==> src/rtl/egress_reader.sv <==
// Host read side of the packet switch: three egress word streams are buffered in
// per-port circular queues and drained over an Avalon-MM slave with one-cycle read latency.
module egress_reader #(
    parameter int          DEPTH   = 16,
    parameter int          PTR_W   = 4,
    parameter logic [31:0] ID_WORD = 32'h5357_4F52
) (
    input  logic        clk,
    input  logic        reset,
    input  logic        out_ram_wr1,
    input  logic        out_ram_wr2,
    input  logic        out_ram_wr3,
    input  logic [31:0] output1,
    input  logic [31:0] output2,
    input  logic [31:0] output3,
    input  logic        chipselect,
    input  logic        read,
    input  logic        write,
    input  logic [3:0]  address,
    input  logic [31:0] writedata,
    output logic [31:0] readdata,
    output logic [2:0]  data_avail
);

    localparam int               CNT_W    = PTR_W + 1;
    localparam logic [CNT_W-1:0] FULL_CNT = CNT_W'(DEPTH);
    localparam logic [CNT_W-1:0] CNT_ONE  = 1;
    localparam logic [PTR_W-1:0] PTR_ONE  = 1;

    logic [2:0]  push_req;
    logic [95:0] push_data;
    logic        rd_acc;
    logic        wr_acc;
    logic        clear_req;
    logic        flush_req;

    assign push_req  = {out_ram_wr3, out_ram_wr2, out_ram_wr1};
    assign push_data = {output3, output2, output1};
    assign rd_acc    = chipselect && read;
    assign wr_acc    = chipselect && write;
    assign clear_req = wr_acc && (address == 4'hF) && writedata[0];
    assign flush_req = wr_acc && (address == 4'hF) && writedata[1];

    logic [95:0] head_w;
    logic [23:0] cnt8_w;
    logic [47:0] drop_w;
    logic [2:0]  udf_w;
    logic [2:0]  ovf_w;
    logic [2:0]  avail_w;

    generate
        for (genvar gi = 0; gi < 3; gi++) begin : g_port
            logic [31:0]      mem_q [DEPTH];
            logic [PTR_W-1:0] wr_ptr_q, wr_ptr_d;
            logic [PTR_W-1:0] rd_ptr_q, rd_ptr_d;
            logic [CNT_W-1:0] cnt_q, cnt_d;
            logic [15:0]      drop_q, drop_d;
            logic             udf_q, udf_d;
            logic             ovf_q, ovf_d;
            logic             avail_q;
            logic             pop_req, pop_ok, push_ok, overflow;

            assign pop_req  = rd_acc && (address == 4'(gi + 1));
            assign pop_ok   = pop_req && (cnt_q != '0);
            // A same-cycle pop frees the slot, so a full queue still accepts the word.
            assign push_ok  = push_req[gi] && ((cnt_q != FULL_CNT) || pop_ok);
            assign overflow = push_req[gi] && !push_ok;

            always_comb begin
                wr_ptr_d = wr_ptr_q;
                rd_ptr_d = rd_ptr_q;
                cnt_d    = cnt_q;
                udf_d    = udf_q;
                ovf_d    = ovf_q;
                drop_d   = drop_q;
                if (push_ok) wr_ptr_d = wr_ptr_q + PTR_ONE;
                if (pop_ok)  rd_ptr_d = rd_ptr_q + PTR_ONE;
                if (push_ok && !pop_ok)      cnt_d = cnt_q + CNT_ONE;
                else if (pop_ok && !push_ok) cnt_d = cnt_q - CNT_ONE;
                if (flush_req) begin
                    wr_ptr_d = '0;
                    rd_ptr_d = '0;
                    cnt_d    = '0;
                end
                if (clear_req) begin
                    udf_d  = 1'b0;
                    ovf_d  = 1'b0;
                    drop_d = '0;
                end
                // Events in the clearing cycle are applied after the clear so they survive.
                if (pop_req && !pop_ok) udf_d = 1'b1;
                if (overflow) begin
                    ovf_d = 1'b1;
                    if (drop_d != 16'hFFFF) drop_d = drop_d + 16'd1;
                end
            end

            always_ff @(posedge clk) begin
                if (!reset) begin
                    wr_ptr_q <= '0;
                    rd_ptr_q <= '0;
                    cnt_q    <= '0;
                    drop_q   <= '0;
                    udf_q    <= 1'b0;
                    ovf_q    <= 1'b0;
                    avail_q  <= 1'b0;
                end else begin
                    wr_ptr_q <= wr_ptr_d;
                    rd_ptr_q <= rd_ptr_d;
                    cnt_q    <= cnt_d;
                    drop_q   <= drop_d;
                    udf_q    <= udf_d;
                    ovf_q    <= ovf_d;
                    avail_q  <= (cnt_d != '0);
                end
            end

            always_ff @(posedge clk) begin
                if (reset && push_ok) mem_q[wr_ptr_q] <= push_data[gi*32 +: 32];
            end

            assign head_w[gi*32 +: 32] = mem_q[rd_ptr_q];
            assign cnt8_w[gi*8 +: 8]   = 8'(cnt_q);
            assign drop_w[gi*16 +: 16] = drop_q;
            assign udf_w[gi]           = udf_q;
            assign ovf_w[gi]           = ovf_q;
            assign avail_w[gi]         = avail_q;
        end
    endgenerate

    logic [31:0] readdata_d;
    logic [31:0] readdata_q;

    always_comb begin
        readdata_d = '0;
        case (address)
            4'd0: readdata_d = ID_WORD;
            4'd1: readdata_d = (cnt8_w[7:0]   != 8'd0) ? head_w[31:0]  : 32'd0;
            4'd2: readdata_d = (cnt8_w[15:8]  != 8'd0) ? head_w[63:32] : 32'd0;
            4'd3: readdata_d = (cnt8_w[23:16] != 8'd0) ? head_w[95:64] : 32'd0;
            4'd4: readdata_d = {2'b00, ovf_w, udf_w, cnt8_w};
            4'd5: readdata_d = {16'd0, drop_w[15:0]};
            4'd6: readdata_d = {16'd0, drop_w[31:16]};
            4'd7: readdata_d = {16'd0, drop_w[47:32]};
            default: readdata_d = '0;
        endcase
    end

    always_ff @(posedge clk) begin
        if (!reset)      readdata_q <= '0;
        else if (rd_acc) readdata_q <= readdata_d;
    end

    assign readdata   = readdata_q;
    assign data_avail = avail_w;

endmodule

==> config.mk <==
export PLATFORM = sky130hd
export DESIGN_NAME = egress_reader
export DESIGN_NICKNAME = d
export VERILOG_FILES = /design/src/rtl/egress_reader.sv
export SDC_FILE = /design/constraint.sdc
export NUM_CORES = 2
export LEC_CHECK = 0
export ABC_AREA = 1
export CORE_MARGIN = 4
export CORE_UTILIZATION = 60
export CTS_CLUSTER_SIZE = 40
export DETAILED_ROUTE_END_ITERATION = 10
export GPL_ROUTABILITY_DRIVEN = 0
export PLACE_DENSITY = 0.78
export SKIP_LAST_GASP = 1
export SYNTH_ARGS = -nofsm -noshare
export SYNTH_HDL_FRONTEND = slang
export SYNTH_SLANG_ARGS = --single-unit
==> constraint.sdc <==
create_clock -name clk -period 5.58 [get_ports clk]
set_input_delay 1.116 -clock clk [delete_from_list [all_inputs] [get_ports clk]]
set_output_delay 1.116 -clock clk [all_outputs]
set_load 0.01 [all_outputs]
# Yosys cells after proc, flatten, opt, wreduce, memory -nomap -nowiden
# Memories as Yosys holds them, arrays and structs flattened. A register that Yosys moved wholly into a read port is not among the register bits.
# Index checks and enable logic that the tools add are counted.
dict set report op_classes {
  n_bitwise 1
  n_mux 41
  addsub 15
  n_eq_ne 14
  n_reduce_logical 55
}
# cell n
set op_table {}
lappend op_table {{case mux 32 bit (8 select lines)} 1}
lappend op_table {{2-to-1 mux 16 bit} 9}
lappend op_table {{2-to-1 mux 32 bit} 3}
lappend op_table {{adder 16 x 1 -> 16 bit, second input constant} 3}
lappend op_table {{inequality test 16 bit, second input constant} 3}
lappend op_table {{2-to-1 mux 5 bit} 9}
lappend op_table {{nonzero test 5 bit} 6}
lappend op_table {{logical AND 1 bit} 29}
lappend op_table {{adder 4 x 1 -> 4 bit, second input constant} 6}
lappend op_table {{2-to-1 mux 4 bit} 6}
lappend op_table {{nonzero test 8 bit} 3}
lappend op_table {{== test 4 x 3 -> 1 bit, second input constant} 4}
lappend op_table {{adder 5 x 1 -> 5 bit, second input constant} 3}
lappend op_table {{inequality test 5 bit, second input constant} 3}
lappend op_table {{subtractor 5 x 1 -> 5 bit, second input constant} 3}
lappend op_table {{2-to-1 mux 1 bit} 13}
lappend op_table {{nonzero test 2 bit} 6}
lappend op_table {{== test 4 x 2 -> 1 bit, second input constant} 2}
lappend op_table {{zero test 1 bit} 6}
lappend op_table {{== test 4 x 1 -> 1 bit, second input constant} 1}
lappend op_table {{== test 4 bit, second input constant} 1}
lappend op_table {{zero test 4 bit} 1}
lappend op_table {{logical OR 1 bit} 3}
lappend op_table {{OR reduction 2 bit} 1}
lappend op_table {{inverter 1 bit} 1}
dict set report word_totals {
  output_inout_bits 35
  mem_bits_rw 1536
  register_bits 128
  mem_count 3
}
# memory depth width read_ports rd_ports_with_merged_regs wr line
set mem_list {}
lappend mem_list {{g_port[0].mem_q} 16 32 1 1 1 53} ;# logic [31:0] mem_q [DEPTH];
lappend mem_list {{g_port[1].mem_q} 16 32 1 1 1 53}
lappend mem_list {{g_port[2].mem_q} 16 32 1 1 1 53}

# Depth between registers and ports, before layout
dict set report depth {
  depth_word 11
  mapped_depth 22
  mapped_depth_nobuf 17
}

# Worst setup path after synthesis
# No wires, ideal clock.
dict set report synth_timing {
  path_kind {input-to-reg}
  start {in chipselect}
  end {mem g_port[2].mem_q[11][0] (enable)}
  slack_ps 805
  required_time_ps 5119
  path_buffers 1
  cell_stages 9
  arrival_ps 4314
  setup_time_ps 461
  cell_sequence {nand2_1 -> nor3_4 -> nand2_1 -> buf_6 -> nand2_2 -> nand2_2 -> inv_2 -> nand2_1 -> nor3_1}
}
dict set report synth_between {
  elab_chain_len 8
}
# item line
set synth_rtl {}
lappend synth_rtl {{from (decl)} 16} ;# input logic chipselect,
lappend synth_rtl {{logical AND 1 bit} 39} ;# assign rd_acc = chipselect && read;
lappend synth_rtl {{logical AND 1 bit} 63} ;# assign pop_req = rd_acc && (address == 4'(gi + 1));
lappend synth_rtl {{logical AND 1 bit} 64} ;# assign pop_ok = pop_req && (cnt_q != '0);
lappend synth_rtl {{logical OR 1 bit} 66} ;# assign push_ok = push_req[gi] && ((cnt_q != FULL_CNT) || pop_ok);
lappend synth_rtl {{logical AND 1 bit} 66}
lappend synth_rtl {{logical AND 1 bit} 119} ;# if (reset && push_ok) mem_q[wr_ptr_q] <= push_data[gi*32 +: 32];
lappend synth_rtl {{2-to-1 mux 1 bit} 119}
lappend synth_rtl {{2-to-1 mux 1 bit (implied by the code)} 119}
lappend synth_rtl {{to (decl)} 53}
# No other way between the ends.

# Worst setup path in the final report
dict set report layout_timing {
  start {in address[1]}
  end {mem g_port[2].mem_q[8][26] (enable)}
}
dict set report layout_between {
  elab_chain_len 8
}
# item line
set layout_rtl {}
lappend layout_rtl {{from (decl)} 19} ;# input logic [3:0] address,
lappend layout_rtl {{== test 4 x 2 -> 1 bit} 63}
lappend layout_rtl {{logical AND 1 bit} 63}
lappend layout_rtl {{logical AND 1 bit} 64}
lappend layout_rtl {{logical OR 1 bit} 66}
lappend layout_rtl {{logical AND 1 bit} 66}
lappend layout_rtl {{logical AND 1 bit} 119}
lappend layout_rtl {{2-to-1 mux 1 bit} 119}
lappend layout_rtl {{2-to-1 mux 1 bit (implied by the code)} 119}
# No other way between the ends.

==> results by group <==
Outcome
  • Status: finished clean

Power and ir drop
  • PD cells: 325 nW/um2
  • Leak Pwr: 27.9 nW
  • Pwr Total: 25.4 mW
  • VDD IR max: 0.275 mV

Detailed routing
  • Via count: 48662
  • ANT nets after route: 0
  • M1 WL: 68400 um
  • Total length of routed met3 wires: 21100 um
  • First-pass iteration count of the detailed router: 8
  • WL met2: 83000 um
  • DR iter-0 viols: 6622
  • Total Wirelength: 180000 um
  • DR top layer: met5
  • Detailed-route DRC error count: 0
  • Via density: 5.99
  • DR WL/cell: 22.1 um

Setup path
  • Critical Path Fanout Max: 14
  • Worst Path Arrival: 4260 ps
  • Req. time, crit path: 6030 ps
  • Worst Setup End Kind: register
  • WS Path Type: in -> reg
  • Register-to-register path setup slack: 2030 ps
  • Startpoint Class: primary input

Synth
  • Synth async-reset ratio: 0
  • Netlist Area Pre-Place: 69900 um2
  • Top post-synthesis cells by count: edfxtp_1, nand2_1, nor2_1, nand3_1, o21ai_0
  • Gate Count Post-Synth: 6414
  • Biggest area consumer among synthesized cells: edfxtp_1
  • Synth warn: 0
  • Yosys reg bits: 1676
  • Top_reg_cell synth: edfxtp_1
  • Syn Nets: 6578
  • Netlist cell types: 42
  • Top cells by area, synth: edfxtp_1, nand2_1, nor2_1
  • Post-synthesis sequential area ratio: 0.700
  • Yosys top cell area share: 0.660
  • EDFF count, synth: 1536
  • Avg Inst Size Synth: 10.9 um2
  • Count leader, synth: edfxtp_1

Floorplanning
  • Rows: 124
  • Die height: 349 um
  • Starting Density: 0.608
  • Total die area: 122000 um2
  • Ports: 175
  • Core area: 115000 um2
  • Die extent in x: 349 um

CTS
  • CTS root buffer: clkbuf_16
  • Clock sink count: 1676
  • Clk_lat worst skew: 780 ps
  • Hold bufs inserted after CTS: 0
  • Clk buf depth: 3
  • Inserted Clock Buffers: 164
  • Depth of the CTS H-tree: 4
  • CTS tree: done
  • CTS clk-pin slew, worst paths: 60 ps
  • CTS resizes: 0
  • Post CTS Setup Buffer Count: 0

Placement
  • Port Buffers: 144
  • DP HPWL: 101000 um
  • Placement Cell Area: 72900 um2
  • Placed cell count: 7807

Global route
  • Vias in the first global route: 45948
  • Total grt overflow: 0
  • Initial antenna violation count: 20
  • GRT Util Overall: 0.291
  • Largest net degree at the start of global routing: 261
  • First-pass GRT wire length: 271000 um

Layout
  • Design area: 78100 um2
  • Number of fill cells in the layout: 7904
  • Non-filler instance count after layout: 8120
  • Area growth syn-to-layout: 11.8%
  • Fin nets: 6625
  • Share of layout cells above drive strength 1: 0.0705
  • Fin util: 0.680

STA
  • Worst-Margin Slew: 1140 ps
  • Setup_tns: 0 ps
  • FMAX: 263 MHz
  • Final setup fails: 0
  • Minimum clock period: 3800 ps
  • Rel. slew slack: 0.239
  • RSZ-0062 raised after global routing: false
  • Period utilization: 0.682
  • Final Skew: 21.6 ps
  • Hold Fails Final Rpt: 0
  • Fin. max-slew vios: 0

Flow run
  • # Max-Cap Violations: 0

Hold path
  • Worst Hold Class: reg -> reg
==> power breakdown <==
group,switching [mW],internal [mW],total [mW],leakage (nW)
logic,0.590,0.228,0.818,10.4
registers,0.0513,13.8,13.9,15.0
clock network,4.68,6.00,10.7,2.54
total,5.32,20.0,25.4,27.9
==> path summary, 6_finish.rpt <==
check                                     from                                to  depth (start not counted)
setup / recovery                    address[1]  g_port[2].mem_q[8][26]$_DFFE_PP_                         10
hold / removal    g_port[0].ovf_q$_SDFFE_PN0P_      g_port[0].ovf_q$_SDFFE_PN0P_                          2
setup reg to reg                      register          readdata[9]$_SDFFE_PN0N_                         10
hold reg to reg   g_port[0].ovf_q$_SDFFE_PN0P_      g_port[0].ovf_q$_SDFFE_PN0P_                          2
==> per-layer routing <==
| layer | global-route usage | up-vias |
|---|---|---|
| li1 | - | 22210 |
| met1 | 0.397 | 23229 |
| met2 | 0.451 | 2783 |
| met3 | 0.0739 | 430 |
| met4 | 0.120 | 10 |
| met5 | 0 | - |
==> stage by stage <==
step / worst slack [ps] / hold WS [ps]
2_1_floorplan: 805 / 436
3_3_place_gp: 1160 / 448
3_5_place_dp: 1030 / 452
4_1_cts: 1850 / 467
5_1_grt: 1660 / 484
6_report: 1780 / 470
==> registers in the layout (all words and copies together), names as in the netlist, named ones only <==
signal,flops
g_port.mem_q,1536
g_port.udf_q,3
g_port.cnt_q,15
g_port.wr_ptr_q,12
g_port.drop_q,48
g_port.avail_q,3
g_port.ovf_q,3
g_port.rd_ptr_q,12
readdata,32
==> cells by family (layout without fill, tap and decap cells) <==
group,count (synthesis),in the layout,synth area share
AOI/OAI and AO/OA,795,795,0.0639
and+or+nand+nor,3205,3205,0.190
adders and majority gates,24,24,0.00430
buffers and inverters,702,882,0.0404
other,0,14,0
DFF,1676,1676,0.700
xor gates and xnor gates,12,12,0.00150
==> cell type report <==
type,instances,area [um2],share of cell area
clock buffers,204,4290,0.0550
diodes,14,35.0,0.000448
repair buffers,245,2320,0.0297
flip-flops and latches,1676,48900,0.627
clock inverters,95,877,0.0112
inverters,338,1290,0.0166
multi-input cells,4036,18500,0.236
well taps,1512,1890,0.0242
==> worst max-delay path, cell delays in order <==
cell and delay, ps:
clkdlybuf4s50_1 640, nand2_4 120, nor3_4 320, nand2_1 320, nand2_2 140, nand2_2 130, nor2_1 210, nand2_1 280
nor2_4 580, buf_4 370
==> cells in the final DEF (no fill, tap or decap), types with 38 or more instances in the layout <==
master,synthesis,layout
nor2_4,4,48
buf_4,3,91
nand3_1,676,676
dfxtp_1,140,128
clkinv_1,2,38
o211ai_1,185,185
edfxtp_1,1536,1536
o21ai_0,460,460
nand2_1,1478,1477
clkbuf_16,0,164
a21oi_1,113,113
nor2_1,939,895
inv_1,326,324
clkdlybuf4s50_1,0,143
Note: power is estimated with default switching activity, not from simulation.
